File: src/rtl/ulpi_phy_responder_pkg.sv
// Shared ULPI command codes, PHY register addresses, FSM states and triple-register decode helpers.
// No logic of its own; imported by the responder top and its register file.
package ulpi_pkg;

    typedef enum logic [1:0] {
        CMD_IDLE = 2'b00,
        CMD_TX   = 2'b01,
        CMD_REGW = 2'b10,
        CMD_REGR = 2'b11
    } ulpi_cmd_e;

    typedef enum logic [3:0] {
        ST_IDLE,
        ST_W_ACK,
        ST_W_DATA,
        ST_W_STP,
        ST_R_ACK,
        ST_R_TURN,
        ST_R_DATA,
        ST_R_BACK,
        ST_X_TURN,
        ST_X_DATA,
        ST_X_BACK
    } ulpi_state_e;

    localparam logic [5:0] ID_LAST         = 6'h03;
    localparam logic [5:0] FUNC_CTRL       = 6'h04;
    localparam logic [5:0] IFC_CTRL        = 6'h07;
    localparam logic [5:0] OTG_CTRL        = 6'h0A;
    localparam logic [5:0] USB_INT_EN_RISE = 6'h0D;
    localparam logic [5:0] USB_INT_EN_FALL = 6'h10;
    localparam logic [5:0] USB_INT_STATUS  = 6'h13;
    localparam logic [5:0] SCRATCH         = 6'h16;
    localparam logic [5:0] VENDOR_BASE     = 6'h30;

    localparam int         N_TRIPLES       = 6;
    localparam logic [7:0] FUNC_CTRL_RST   = 8'h41;

    function automatic logic is_triple(input logic [5:0] a);
        return ((a >= FUNC_CTRL) && (a < USB_INT_STATUS)) ||
               ((a >= SCRATCH) && (a <= SCRATCH + 6'd2));
    endfunction

    // Only meaningful when is_triple(a) holds.
    function automatic logic [2:0] triple_idx(input logic [5:0] a);
        if (a >= SCRATCH)              return 3'd5;
        else if (a >= USB_INT_EN_FALL) return 3'd4;
        else if (a >= USB_INT_EN_RISE) return 3'd3;
        else if (a >= OTG_CTRL)        return 3'd2;
        else if (a >= IFC_CTRL)        return 3'd1;
        else                           return 3'd0;
    endfunction

    function automatic logic [5:0] triple_base(input logic [2:0] idx);
        case (idx)
            3'd1:    return IFC_CTRL;
            3'd2:    return OTG_CTRL;
            3'd3:    return USB_INT_EN_RISE;
            3'd4:    return USB_INT_EN_FALL;
            3'd5:    return SCRATCH;
            default: return FUNC_CTRL;
        endcase
    endfunction

endpackage

File: src/rtl/ulpi_phy_responder_regfile.sv
// ULPI PHY register map: read-only IDs, set/clear triples, status, vendor scratch space.
// Combinational read; writes commit on i_wr_en and the report strobe follows one cycle later.
module ulpi_phy_regfile #(
    parameter logic [15:0] VENDOR_ID  = 16'h0424,
    parameter logic [15:0] PRODUCT_ID = 16'h0009
) (
    input  logic       i_clk,
    input  logic       i_reset,
    input  logic       i_wr_en,
    input  logic [5:0] i_wr_addr,
    input  logic [7:0] i_wr_data,
    input  logic [5:0] i_rd_addr,
    input  logic [7:0] i_status,
    output logic [7:0] o_rd_data,
    output logic       o_wr_pulse,
    output logic [5:0] o_wr_addr,
    output logic [7:0] o_wr_data
);
    import ulpi_pkg::*;

    logic [7:0] r_trip [0:N_TRIPLES-1];
    logic [7:0] r_vend [0:15];
    logic       r_wr_pulse;
    logic [5:0] r_wr_addr;
    logic [7:0] r_wr_data;

    logic [2:0] w_idx;
    logic [1:0] w_off;
    logic [7:0] w_cur;
    logic [7:0] w_new;
    logic [7:0] w_rd_data;
    logic       w_trip_wr;
    logic       w_vend_wr;

    assign w_idx     = triple_idx(i_wr_addr);
    assign w_off     = 2'(i_wr_addr - triple_base(w_idx));
    assign w_cur     = r_trip[w_idx];
    assign w_trip_wr = i_wr_en && is_triple(i_wr_addr);
    assign w_vend_wr = i_wr_en && (i_wr_addr >= VENDOR_BASE);

    // Offset within a triple selects plain write, bit-set or bit-clear.
    always_comb begin
        w_new = i_wr_data;
        case (w_off)
            2'd1:    w_new = w_cur | i_wr_data;
            2'd2:    w_new = w_cur & ~i_wr_data;
            default: w_new = i_wr_data;
        endcase
    end

    always_comb begin
        w_rd_data = 8'h00;
        if (i_rd_addr <= ID_LAST) begin
            case (i_rd_addr[1:0])
                2'd0:    w_rd_data = VENDOR_ID[7:0];
                2'd1:    w_rd_data = VENDOR_ID[15:8];
                2'd2:    w_rd_data = PRODUCT_ID[7:0];
                default: w_rd_data = PRODUCT_ID[15:8];
            endcase
        end else if (is_triple(i_rd_addr)) begin
            w_rd_data = r_trip[triple_idx(i_rd_addr)];
        end else if (i_rd_addr == USB_INT_STATUS) begin
            w_rd_data = i_status;
        end else if (i_rd_addr >= VENDOR_BASE) begin
            w_rd_data = r_vend[i_rd_addr[3:0]];
        end
    end

    always_ff @(posedge i_clk or posedge i_reset) begin
        if (i_reset) begin
            for (int i = 0; i < N_TRIPLES; i++) begin
                r_trip[i] <= (i == 0) ? FUNC_CTRL_RST : 8'h00;
            end
            for (int i = 0; i < 16; i++) begin
                r_vend[i] <= 8'h00;
            end
            r_wr_pulse <= 1'b0;
            r_wr_addr  <= 6'h00;
            r_wr_data  <= 8'h00;
        end else begin
            r_wr_pulse <= w_trip_wr || w_vend_wr;
            if (w_trip_wr) begin
                r_trip[w_idx] <= w_new;
                r_wr_addr     <= triple_base(w_idx);
                r_wr_data     <= w_new;
            end else if (w_vend_wr) begin
                r_vend[i_wr_addr[3:0]] <= i_wr_data;
                r_wr_addr              <= i_wr_addr;
                r_wr_data              <= i_wr_data;
            end
        end
    end

    assign o_rd_data  = w_rd_data;
    assign o_wr_pulse = r_wr_pulse;
    assign o_wr_addr  = r_wr_addr;
    assign o_wr_data  = r_wr_data;

endmodule

File: src/rtl/ulpi_phy_responder.sv
// PHY-side ULPI endpoint answering link register reads/writes and injecting RX CMD bytes.
// Registered bus outputs; RX CMD requests wait (ready low) until the FSM is idle with a quiet bus.
module ulpi_phy_responder #(
    parameter logic [15:0] VENDOR_ID  = 16'h0424,
    parameter logic [15:0] PRODUCT_ID = 16'h0009
) (
    input  logic       i_clk,
    input  logic       i_reset,
    input  logic [7:0] i_data_in,
    output logic [7:0] o_data_out,
    output logic       o_data_oe,
    output logic       o_dir,
    output logic       o_nxt,
    input  logic       i_stp,
    input  logic       i_rxcmd_valid,
    input  logic [7:0] i_rxcmd_data,
    output logic       o_rxcmd_ready,
    input  logic [7:0] i_status,
    output logic       o_reg_wr_pulse,
    output logic [5:0] o_reg_wr_addr,
    output logic [7:0] o_reg_wr_data,
    output logic       o_err
);
    import ulpi_pkg::*;

    ulpi_state_e r_state;
    ulpi_state_e w_next;

    logic [5:0] r_addr;
    logic [7:0] r_wdata;
    logic [7:0] r_rxbyte;
    logic [7:0] r_dout;
    logic       r_dir;
    logic       r_nxt;
    logic       r_oe;
    logic       r_err;

    logic       w_err;
    logic       w_wr_en;
    logic       w_rx_hs;
    logic       w_ready;
    logic [7:0] w_rd_data;

    // A nonzero link byte always wins over a pending RX CMD.
    assign w_ready = (r_state == ST_IDLE) && (i_data_in == 8'h00);

    always_comb begin
        w_next  = r_state;
        w_err   = 1'b0;
        w_wr_en = 1'b0;
        w_rx_hs = 1'b0;
        case (r_state)
            ST_IDLE: begin
                if (i_data_in != 8'h00) begin
                    case (ulpi_cmd_e'(i_data_in[7:6]))
                        CMD_REGW: w_next = ST_W_ACK;
                        CMD_REGR: w_next = ST_R_ACK;
                        default:  w_err  = 1'b1;
                    endcase
                end else if (i_rxcmd_valid) begin
                    w_rx_hs = 1'b1;
                    w_next  = ST_X_TURN;
                end
            end
            ST_W_ACK:  w_next = i_stp ? ST_IDLE : ST_W_DATA;
            ST_W_DATA: w_next = i_stp ? ST_IDLE : ST_W_STP;
            ST_W_STP: begin
                w_wr_en = i_stp;
                w_err   = !i_stp;
                w_next  = ST_IDLE;
            end
            ST_R_ACK:  w_next = ST_R_TURN;
            ST_R_TURN: w_next = ST_R_DATA;
            ST_R_DATA: w_next = ST_R_BACK;
            ST_R_BACK: w_next = ST_IDLE;
            ST_X_TURN: w_next = ST_X_DATA;
            ST_X_DATA: w_next = ST_X_BACK;
            ST_X_BACK: w_next = ST_IDLE;
            default:   w_next = ST_IDLE;
        endcase
    end

    // Bus outputs are decoded from the next state so they line up with the state they describe.
    always_ff @(posedge i_clk or posedge i_reset) begin
        if (i_reset) begin
            r_state  <= ST_IDLE;
            r_addr   <= 6'h00;
            r_wdata  <= 8'h00;
            r_rxbyte <= 8'h00;
            r_dout   <= 8'h00;
            r_dir    <= 1'b0;
            r_nxt    <= 1'b0;
            r_oe     <= 1'b0;
            r_err    <= 1'b0;
        end else begin
            r_state <= w_next;
            r_err   <= w_err;
            if ((r_state == ST_IDLE) && (i_data_in != 8'h00)) begin
                r_addr <= i_data_in[5:0];
            end
            if (r_state == ST_W_DATA) begin
                r_wdata <= i_data_in;
            end
            if (w_rx_hs) begin
                r_rxbyte <= i_rxcmd_data;
            end
            r_nxt <= (w_next == ST_W_ACK) || (w_next == ST_W_DATA) || (w_next == ST_R_ACK);
            r_dir <= (w_next == ST_R_TURN) || (w_next == ST_R_DATA) ||
                     (w_next == ST_X_TURN) || (w_next == ST_X_DATA);
            r_oe  <= (w_next == ST_R_DATA) || (w_next == ST_X_DATA);
            case (w_next)
                ST_R_DATA: r_dout <= w_rd_data;
                ST_X_DATA: r_dout <= r_rxbyte;
                default:   r_dout <= 8'h00;
            endcase
        end
    end

    ulpi_phy_regfile #(
        .VENDOR_ID  (VENDOR_ID),
        .PRODUCT_ID (PRODUCT_ID)
    ) u_regfile (
        .i_clk      (i_clk),
        .i_reset    (i_reset),
        .i_wr_en    (w_wr_en),
        .i_wr_addr  (r_addr),
        .i_wr_data  (r_wdata),
        .i_rd_addr  (r_addr),
        .i_status   (i_status),
        .o_rd_data  (w_rd_data),
        .o_wr_pulse (o_reg_wr_pulse),
        .o_wr_addr  (o_reg_wr_addr),
        .o_wr_data  (o_reg_wr_data)
    );

    assign o_data_out    = r_dout;
    assign o_data_oe     = r_oe;
    assign o_dir         = r_dir;
    assign o_nxt         = r_nxt;
    assign o_err         = r_err;
    assign o_rxcmd_ready = w_ready;

endmodule

File: config.mk
export PLATFORM = sky130hd
export DESIGN_NAME = ulpi_phy_responder
export DESIGN_NICKNAME = d
export VERILOG_FILES = /design/src/rtl/ulpi_phy_responder_pkg.sv /design/src/rtl/ulpi_phy_responder_regfile.sv /design/src/rtl/ulpi_phy_responder.sv
export SDC_FILE = /design/constraint.sdc
export NUM_CORES = 1
export LEC_CHECK = 0
export BUFFER_PORTS_ARGS = -buffer_cell sky130_fd_sc_hd__clkbuf_2
export CORE_ASPECT_RATIO = 0.7
export CORE_MARGIN = 5
export CORE_UTILIZATION = 30
export CTS_CLUSTER_DIAMETER = 40
export DETAILED_ROUTE_END_ITERATION = 16
export GPL_TIMING_DRIVEN = 1
export HOLD_SLACK_MARGIN = 0.15
export PLACE_DENSITY = 0.51
export SETUP_SLACK_MARGIN = 0.1
export SLEW_MARGIN = 20
export SYNTH_ARGS = -nofsm -noshare
export SYNTH_HDL_FRONTEND = slang
export SYNTH_HIERARCHICAL = 1
export SYNTH_SLANG_ARGS = --single-unit
File: constraint.sdc
create_clock -name i_clk -period 16.43 [get_ports i_clk]
set_input_delay 3.286 -clock i_clk [delete_from_list [all_inputs] [get_ports i_clk]]
set_output_delay 3.286 -clock i_clk [all_outputs]
set_load 0.05 [all_outputs]
---- After elaboration in Yosys (flattened, before gate mapping) ----
Cells that the tools add are included.
Widths: inputs -> output; s select.
storage, ports and cells
  register bits ........................... 229
  input port bits ......................... 28
  output and inout port bits .............. 28
operators by class
  add/sub/neg operators ................... 1
  magnitude comparators ................... 15
  equal/unequal tests ..................... 27
  multiplexer cells ....................... 47
  bitwise operators ....................... 7
  reductions and logical operators ........ 24
operator list
  operator            count
  $bwmux 128          1
  $mux 8              14
  $bmux 8 s3          2
  $bwmux 48           1
  $bmux 8 s4          1
  $demux 8 s4         1
  $pmux 4 s8          1
  $pmux 8 s2          2
  $pmux 5 s5          1
  $demux 8 s3         1
  $eq 4x3->1 const B  6
  $mux 3              6
  $pmux 6 s3          1
  $eq 4x4->1 const B  4
  $eq 4x2->1 const B  3
  $ge 6x3->1 const B  2
  $ge 6x4->1 const B  2
  $ge 6x5->1 const B  2
  $mux 6              2
  $and 8x8->8         1
  $eq 2x2->1 const B  4
  $eq 4x1->1 const B  2
  $ge 4x4->1 const B  2
  $logic_and 1x1->1   8
  other kinds (32)    51

---- Logic depth before layout (Yosys ltp) ----
Gate-level depths: netlist of run 1.
  word-level depth ........................ 15
  mapped depth ............................ 16
  gate-level depth less buffers ........... 13

---- Cells and area by module ----
The synthesis of run 1 kept the hierarchy.
by module, submodules not included
  module              instances  cells an instance  area an instance (sq um)  seq. area each (sq um)
  ulpi_phy_regfile    1          858                10064.7                   4782.1
  ulpi_phy_responder  1          133                1706.6                    950.9

---- Least setup slack after synthesis of run 1 ----
OpenSTA, ideal clock, no wires.
  path type ............................... input -> output
  start ................................... in i_data_in[3]
  end ..................................... out o_rxcmd_ready
  arrival ................................. 4.133 ns
  data required time ...................... 13.144 ns
  path slack .............................. 9.011 ns
  stages .................................. 2
  cell sequence ........................... nor4_4 > and3_1
between the ends
  word-level cells in the longest chain between the ends .. 2
RTL lines
  item               RTL line                  text
  start, declared    ulpi_phy_responder.sv:9   input logic [7:0] i_data_in,
  $logic_not 8->1    ulpi_phy_responder.sv:45  assign w_ready = (r_state == ST_IDLE) && (i_data_in == 8'h00);
  $logic_and 1x1->1  ulpi_phy_responder.sv:45
  end, declared      ulpi_phy_responder.sv:17  output logic o_rxcmd_ready,
Every way passes these cells.

---- Worst setup path after layout of run 1 ----
  start ................................... in i_data_in[6]
  end ..................................... out o_rxcmd_ready
The elaborated chain is that of the path after synthesis.

==> results.md, run 1 <==
* Crit-path max FO at 6
* Path type of the worst min-delay path: flop to flop
* Sequential power share at around 29%
* Drt wl/cell at about 22 um
* 1st-iter DRT viols at a little over 700
* CTS Hold Bufs at 0
* Worst setup margin at between 8000 and 9000 ps
* Number of synthesized flops with an enable pin at 0
* # setup viols final at 0
* Syn_nets at 1,022
* DRC at 0
* Synth Flop Type: dfrtp_1
* Via density at ~5.2
* Layout cell share with drive strength beyond 1 at ~33%
* Comb pwr share at between 40 and 50%
* CTS Buf Count at 28
* Clock sink count at ~230
* Full die area at roughly 0.043 sq mm
* First-pass GRT wire length at 53,100 um
* Result of the run: finished clean
* DIE WIDTH at ~250 um
* Routed Antenna Nets at 0
* Synth Instances at 991
* Clock skew at between 8 and 9 ps
* CP arrival at between 4000 and 5000 ps
* Synthesized area per cell at ~12 sq um
* DP Wirelength at ~24,000 um
* IO buf count at 55
* Vias at just over 8,000
* Setup repair after global routing missed its margin: false
* Maxcap violations at 0
* Nets at 1,053
* Min cycle time layout at approximately 7600 ps
* Vias in the first global route at between 8,000 and 9,000
* Gp weighted congestion at between 0.8 and 0.9
* Switching Power at 1.23 mW
* WP data required at approximately 13,000 ps
* TNS Setup at 0 ps
* Internal power at ~1.5 mW
* Pins Over Slew Limit at 0
* Final Hold Fails at 0
* Largest area contributor in the netlist: dfrtp_1
* Switch share at between 40% and 50%
* Worst ir drop on vdd at 0.125 mV
* Slew margin rel. at roughly 35%
* Congestion Overflow GR at 0
* Initial Util at between 30% and 40%
* Worst Tran Pin Value at between 900 and 1000 ps
* Die H at approximately 180 um
* DP Worst Slack at ~8800 ps
* Crit path capture type: primary output
* Post-CTS Setup Inserts at 0
* Post-CTS sizing at 0
* Largest net degree at the start of global routing at about 120
* Htree depth at 1
* Fmax at roughly 130 MHz
* Core area at roughly 0.039 sq mm
* GRT Resource Usage Total at between 10% and 20%
* Period utilization at roughly 46%
* DRT Wirelength at 35,000 um
* Worst-Skew Late Latency at about 550 ps
* Synth top cells by count: 227 x dfrtp_1, 121 x mux2_2, 91 x nand2_1
* #FFs+latches synth at approximately 230
* Pwr Density at approximately 200 mW/mm^2
* First-pass DRT Iterations at 5
* Synth area leaders: dfrtp_1 48%, mux2_2 12%, mux4_2 6.1%
* CTS tree: done
* Crit path kind: input port to primary output
* CTS Buffer Depth at 3
* FFs w/ async S/R, synth at 100%
* CTS root buffer: clkbuf_16
* Cell area after synthesis at between 0.01 and 0.015 sq mm
* I/O pins at 56
* Placed cells at approximately 1,500
* Num rows at 60
* Leakage at about 6 nW
* CP startpoint kind: input port
* Clock power share at about 25%
* Layout Cells excl Fill at ~1,600
* Synth-to-Final Area Change at 14.8%
* Post-synth top area share at between 40% and 50%
* Clock Pin Slew Worst Setup and Hold Paths at approximately 60 ps
* Number of synthesis warnings at 6
* Register area share after synthesis at roughly 49%
* Filler cell count in the final layout at roughly 3,800
* Post-synth cell types at 81
* Most numerous cell in the Yosys netlist: dfrtp_1
* Initial antenna violation count at 2
[stage by stage]
step	util [%]	hold slack [ps]	total power, mW	area [sq um]
after floorplan	-	445	1.69	11800
after detailed placement	32.4	465	2.06	12500
after global routing	35.0	488	2.89	13500
after CTS	35.0	479	2.75	13500
after global placement	32.4	457	2.07	12500
final	35.0	473	2.75	13500
[worst paths after layout]
check                           cells past startpoint  slack [ps]                             from                            endpoint
worst max-delay path                                4        8850                     i_data_in[6]                       o_rxcmd_ready
worst min-delay path                                2         470  u_regfile/r_vend[3]$_DFFE_PP0P_     u_regfile/r_vend[3]$_DFFE_PP0P_
worst max register to register                     12       12300            r_addr[3]$_DFFE_PP0P_    u_regfile/r_trip[31]$_DFFE_PP0P_
worst min register to register                      2         470  u_regfile/r_vend[3]$_DFFE_PP0P_     u_regfile/r_vend[3]$_DFFE_PP0P_
max in group asynchronous                           3       11950                          i_reset  u_regfile/o_wr_data[3]$_DFFE_PP0P_
min in group asynchronous                           3        2910                          i_reset                r_state[3]$_DFF_PP0_
[flip-flops by register name, indices dropped and copies added (netlist names), 6 cells and up]
register / count
u_regfile/o_wr_addr: 6
o_data_out: 8
r_addr: 6
u_regfile/o_wr_data: 8
u_regfile/r_vend: 128
u_regfile/r_trip: 48
r_rxbyte: 8
r_wdata: 8
[layer usage]
layer  global-route usage (%)  share of wire [%]  vias to the layer above
li1                         -                  -                     3718
met5                        0                  0                        -
met3                     3.53                6.0                       46
met1                     25.5                 51                     4228
met2                     21.5                 41                      238
met4                     3.37                2.0                        0
[cell families (layout without fill, tap and decap cells)]
family	Yosys count	after routing	share of synthesized area (%)
AOI/OAI and AO/OA	238	238	14.8
xor gates and xnor gates	2	2	0.149
adders and majority gates	3	3	0.319
buffers and inverters	90	143	3.59
DFF	229	229	48.7
muxes	196	196	22.3
other	0	2	0
and+or+nand+nor	233	233	10.2
[power groups by stage]
| stage | logic, mW | clock network [mW] | registers (mW) |
|---|---|---|---|
| after floorplan | 0.865 | 0 | 0.826 |
| after global placement | 1.27 | 0 | 0.796 |
| after detailed placement | 1.26 | 0 | 0.797 |
| after CTS | 1.27 | 0.693 | 0.789 |
| after global routing | 1.36 | 0.722 | 0.803 |
| final | 1.28 | 0.676 | 0.789 |
[critical path: stages]
cell and delay (ps):
clkbuf_2 150, nor4_4 370, and3_1 210, clkbuf_2 270
[placed cells by master (no fill, tap or decap), drive strengths merged, types with 9 or more instances in the layout]
cell type	netlist	layout
a211oi	9	9
a21o	11	11
a21oi	36	36
a22oi	24	24
a31oi	11	11
buf	33	16
clkbuf	37	92
dfrtp	227	227
inv	20	24
mux2	146	146
mux2i	18	18
mux4	32	32
nand2	92	92
nand3	15	15
nor2	56	56
nor2b	12	12
nor3	15	15
o21ai	88	88
[area by class of cell]
type                    count  area, sq um  area share [%]
clock inverters            15          220            1.63
repair buffers             71          395            2.93
diodes                      2         5.00          0.0370
multi-input cells         672         5620            41.6
well taps                 527          659            4.88
inverters                  20         82.6           0.611
flip-flops and latches    229         5740            42.5
clock buffers              37          796            5.89
Note: power is estimated with default switching activity, not from simulation.
==> run 2, diff against run 1 <==
ABC_AREA = 1   (was not set)
PLACE_DENSITY = 0.52   (was 0.51)
clock period = 6.9 ns   (was 16.43 ns; I/O delays follow)
==> results.md, run 2 <==
* Pins Over Slew Limit at 0 (unchanged)
* Period utilization at between 60% and 70%
* #FFs+latches synth at 229 (unchanged)
* Worst path cell trace: inv_1, o21bai_1, nand3_1, a21oi_1, ha_1, xor2_1, xor2_1, ha_1, nor2_1, o21ai_1, nand3_1, nand2_1
* Hold path endpoint: u_regfile/o_wr_addr[5]$_DFFE_PP0P_
* Most numerous cell in the Yosys netlist: nand2_1
* Path type of the worst min-delay path: flop to flop
* Post-synth cell types at 42 (-48%)
* Switch share at 50.6% (+5.9 points)
* Mux cell area share after synthesis at 0.0988% (-22 points)
* CTS Buffer Depth at 3 (unchanged)
* Core area at 0.0374 sq mm (-3.2%)
* Reg2Reg Depth at 12 (unchanged)
* Synth-to-Final Area Change at 14.4%
* Most flop-heavy register: u_regfile/r_vend
* Largest net degree at the start of global routing at 129 (+9.3%)
* Min cycle time layout at about 4800 ps
* Worst-Skew Late Latency at 560 ps (about the same)
* CTS Buf Count at 29 (+3.6%)
* Die H at 173 um (-1.5%)
* Worst hold start: u_regfile/o_wr_addr[5]$_DFFE_PP0P_
* Gr busiest metal: met1
* First-pass DRT Iterations at 6 (+1)
* Nets at 1,509 (+43%)
* Largest family of logic cells by synthesized area: simple AND/OR/NAND/NOR gates
* Synth area leaders: dfrtp_1 50%, nand2_1 16%, o21ai_0 6.7%
* TNS Setup at 0 ps (unchanged)
* FFs w/ async S/R, synth at 100% (unchanged)
* Full die area at 0.0421 sq mm (-3.0%)
* Crit path kind: flop to flop
* Result of the run: finished clean
* DRT Wirelength at 38,800 um (+11%)
* Crit path capture type: flop
* R2r endpoint: u_regfile/r_trip[29]$_DFFE_PP0P_
* Final Hold Fails at 0 (unchanged)
* Post-Synth Adder-Cell Area at 0.329% (+0.010 points)
* # setup viols final at 0 (unchanged)
* Pwr Density at 500 mW/mm^2 (+150%)
* Commonest non-fill, non-tap cell in the layout: nand2_1
* CP Depth at 12 (+8)
* Clock power share at 23.7% (-0.9 points)
* Vias at 10,300 (+25%)
* Number of synthesized flops with an enable pin at 0 (unchanged)
* CTS Hold Bufs at 0 (unchanged)
* Most frequent cells in the layout: 475 x nand2_1, 227 x dfrtp_1, 152 x o21ai_0
* First-pass GRT wire length at 60,600 um (+14%)
* Slew margin rel. at 36.3% (+1.8 points)
* Syn_nets at 1,478 (+45%)
* IO buf count at 55 (unchanged)
* Ant diodes at 0 (-2)
* Synthesized area per cell at 7.88 sq um (-34%)
* DP Wirelength at 26,400 um (+11%)
* Clock Pin Slew Worst Setup and Hold Paths at 60 ps (about the same)
* Cell area after synthesis at 0.0114 sq mm (-3.2%)
* Post-CTS Setup Inserts at 0 (unchanged)
* Simple-gate share of the synthesized area at 28.7% (+19 points)
* Number of synthesis warnings at 6 (unchanged)
* Worst Tran Pin Value at 948 ps (-34.3 ps)
* Synth Instances at 1,447 (+46%)
* M1 GR Usage at 30.9% (+5.4 points)
* Fmax at 210 MHz
* Congestion Overflow GR at 0 (unchanged)
* Synth Flop Type: dfrtp_1
* Vias in the first global route at 9,462 (+16%)
* Post-synth top area share at 49.8% (+1.6 points)
* Largest area contributor in the netlist: dfrtp_1
* Clock skew at 25.8 ps (+17.5 ps)
* R2r setup slk at 2140 ps (-10,160 ps)
* Htree depth at 1 (unchanged)
* Slowest cell delay on critical path at 960 ps (+590 ps)
* CTS tree: done
* Num rows at 59 (-1.7%)
* Register area share after synthesis at 50.3% (+1.6 points)
* GRT Resource Usage Total at 18.3% (+2.4 points)
* WP data required at 7320 ps (-5820 ps)
* Routed Antenna Nets at 0 (unchanged)
* Setup repair after global routing missed its margin: false
* Critical path buffers and inverters at 1 (-1)
* Internal power at 3.23 mW (+110%)
* DRC at 0 (unchanged)
* CP startpoint kind: flop
* Maxcap violations at 0 (unchanged)
* CP arrival at 5180 ps (+890 ps)
* Slowest-stage cell, CP: dfrtp_1
* Crit-path max FO at 24 (+18)
* I/O pins at 56 (unchanged)
* CTS root buffer: clkbuf_16
* Via density at 5.19 (-0.85%)
* Max reg flops at 128 (unchanged)
* DP Area at 0.0121 sq mm (-3.4%)
* Leakage at 6.27 nW (+3.9%)
* Reg-to-Reg Start: r_addr[2]$_DFFE_PP0P_
* Largest regs: u_regfile/r_vend (128), u_regfile/r_trip (48)
* Switching Power at 3.30 mW (+170%)
* Post-Synth XOR/XNOR Area at 0.154% (+0.0049 points)
* Post-CTS sizing at 0 (unchanged)
* DIE WIDTH at 243 um (-1.5%)
* Final design instance area without fill at 0.0130 sq mm (-3.5%)
* GRT met2 Usage at 22.6% (+1.1 points)
* 1st-iter DRT viols at 1,262 (+77%)
* Comb pwr share at 47.2% (+0.5 points)
* Layout cell share with drive strength beyond 1 at 11.5% (-22 points)
* Sequential power share at 29.2% (+0.5 points)
* Synth top cells by count: 475 x nand2_1, 227 x dfrtp_1, 152 x o21ai_0
* Hold Path Cell Cnt at 2 (unchanged)
* Worst ir drop on vdd at 0.343 mV (+170%)
* Initial antenna violation count at 0 (-2)
* Initial Util at 30.5% (about the same)
* Power Total at 6.53 mW (+140%)
* GRT met3 Usage at 4.65% (+1.1 points)
* Crit-path leading delay family: simple AND/OR/NAND/NOR gates
* Drt wl/cell at 19.5 um (-12%)
* Gp weighted congestion at 0.930 (+8.6%)
* Clock sink count at 229 (unchanged)
* Compound-cell area share of the yosys netlist at 13.8% (-0.98 points)
## run 2: changes by cell type after synthesis, sizes merged, moves of 32 or more
cell / delta
mux4: -32
nand2: +401
nand3: +129
mux2: -145
o21ai: +102
inv: +100
## run 2: area by class of cell
class                           instances  area (sq um)
Clock inverter                         12           168
Tap cell                              488           611
Multi-Input combinational cell       1034          4920
Sequential cell                       229          5730
Fill cell                            3927         24300
Inverter                              122           468
Timing Repair Buffer                   62           328
Clock buffer                           39           813
## run 2: worst max path at each step
stage | startpoint | endpoint | slack (ps)
2_1_floorplan | i_reset | u_regfile/o_wr_addr[0]$_DFFE_PP0P_ | 320
3_3_place_gp | r_addr[2]$_DFFE_PP0P_ | u_regfile/r_trip[36]$_DFFE_PP0P_ | 2380
3_5_place_dp | r_addr[2]$_DFFE_PP0P_ | u_regfile/r_trip[38]$_DFFE_PP0P_ | 2280
4_1_cts | r_addr[2]$_DFFE_PP0P_ | u_regfile/r_trip[12]$_DFFE_PP0P_ | 2270
5_1_grt | r_addr[2]$_DFFE_PP0P_ | u_regfile/o_wr_data[6]$_DFFE_PP0P_ | 1810
6_report | r_addr[2]$_DFFE_PP0P_ | u_regfile/r_trip[29]$_DFFE_PP0P_ | 2140
## run 2: cells by family after synthesis
group                    count (synthesis)
AND/OR/NAND/NOR                        749
AO/OA/AOI/OAI                          279
flip-flops                             229
buffers and inverters                  184
adder cells (fa/ha/maj)                  3
XOR/XNOR                                 2
multiplexers                             1
## run 2: power groups by stage
stage / sequential (mW) / combinational (mW) / clock (mW)
after floorplan: 1.97 / 1.97 / 0
after global placement: 1.91 / 2.99 / 0
after detailed placement: 1.91 / 3.02 / 0
after CTS: 1.89 / 3.03 / 1.58
after global routing: 1.93 / 3.37 / 1.64
final: 1.90 / 3.08 / 1.54
## run 2: worst register-to-register path, stage by stage, from the launching register on
cell and delay [ps]:
dfrtp_1 960, inv_1 240, o21bai_1 190, nand3_1 640, a21oi_1 420, ha_1 200
xor2_1 180, xor2_1 220, ha_1 270, nor2_1 650, o21ai_1 410, nand3_1 200
nand2_1 60
## run 2: metrics by stage
step                      setup slack [ps]  utilization [%]  hold WS [ps]  cells
final                                 2140             34.9           476   1986
after global routing                  1810             34.9           498   1986
after CTS                             2270             34.9           483   1986
after detailed placement              2280             32.3           466   1935
after global placement                2380             32.3           455   1935
after floorplan                        324                -           449   1447
## run 2: layer usage
| metal | part of all wire, % | up-vias | wire [um] |
|---|---|---|---|
| met4 | 1.7 | 0 | 664 |
| met1 | 52 | 4982 | 20300 |
| met3 | 9.9 | 48 | 3860 |
| li1 | - | 4831 | - |
| met5 | 0 | - | 0 |
| met2 | 36 | 441 | 14000 |
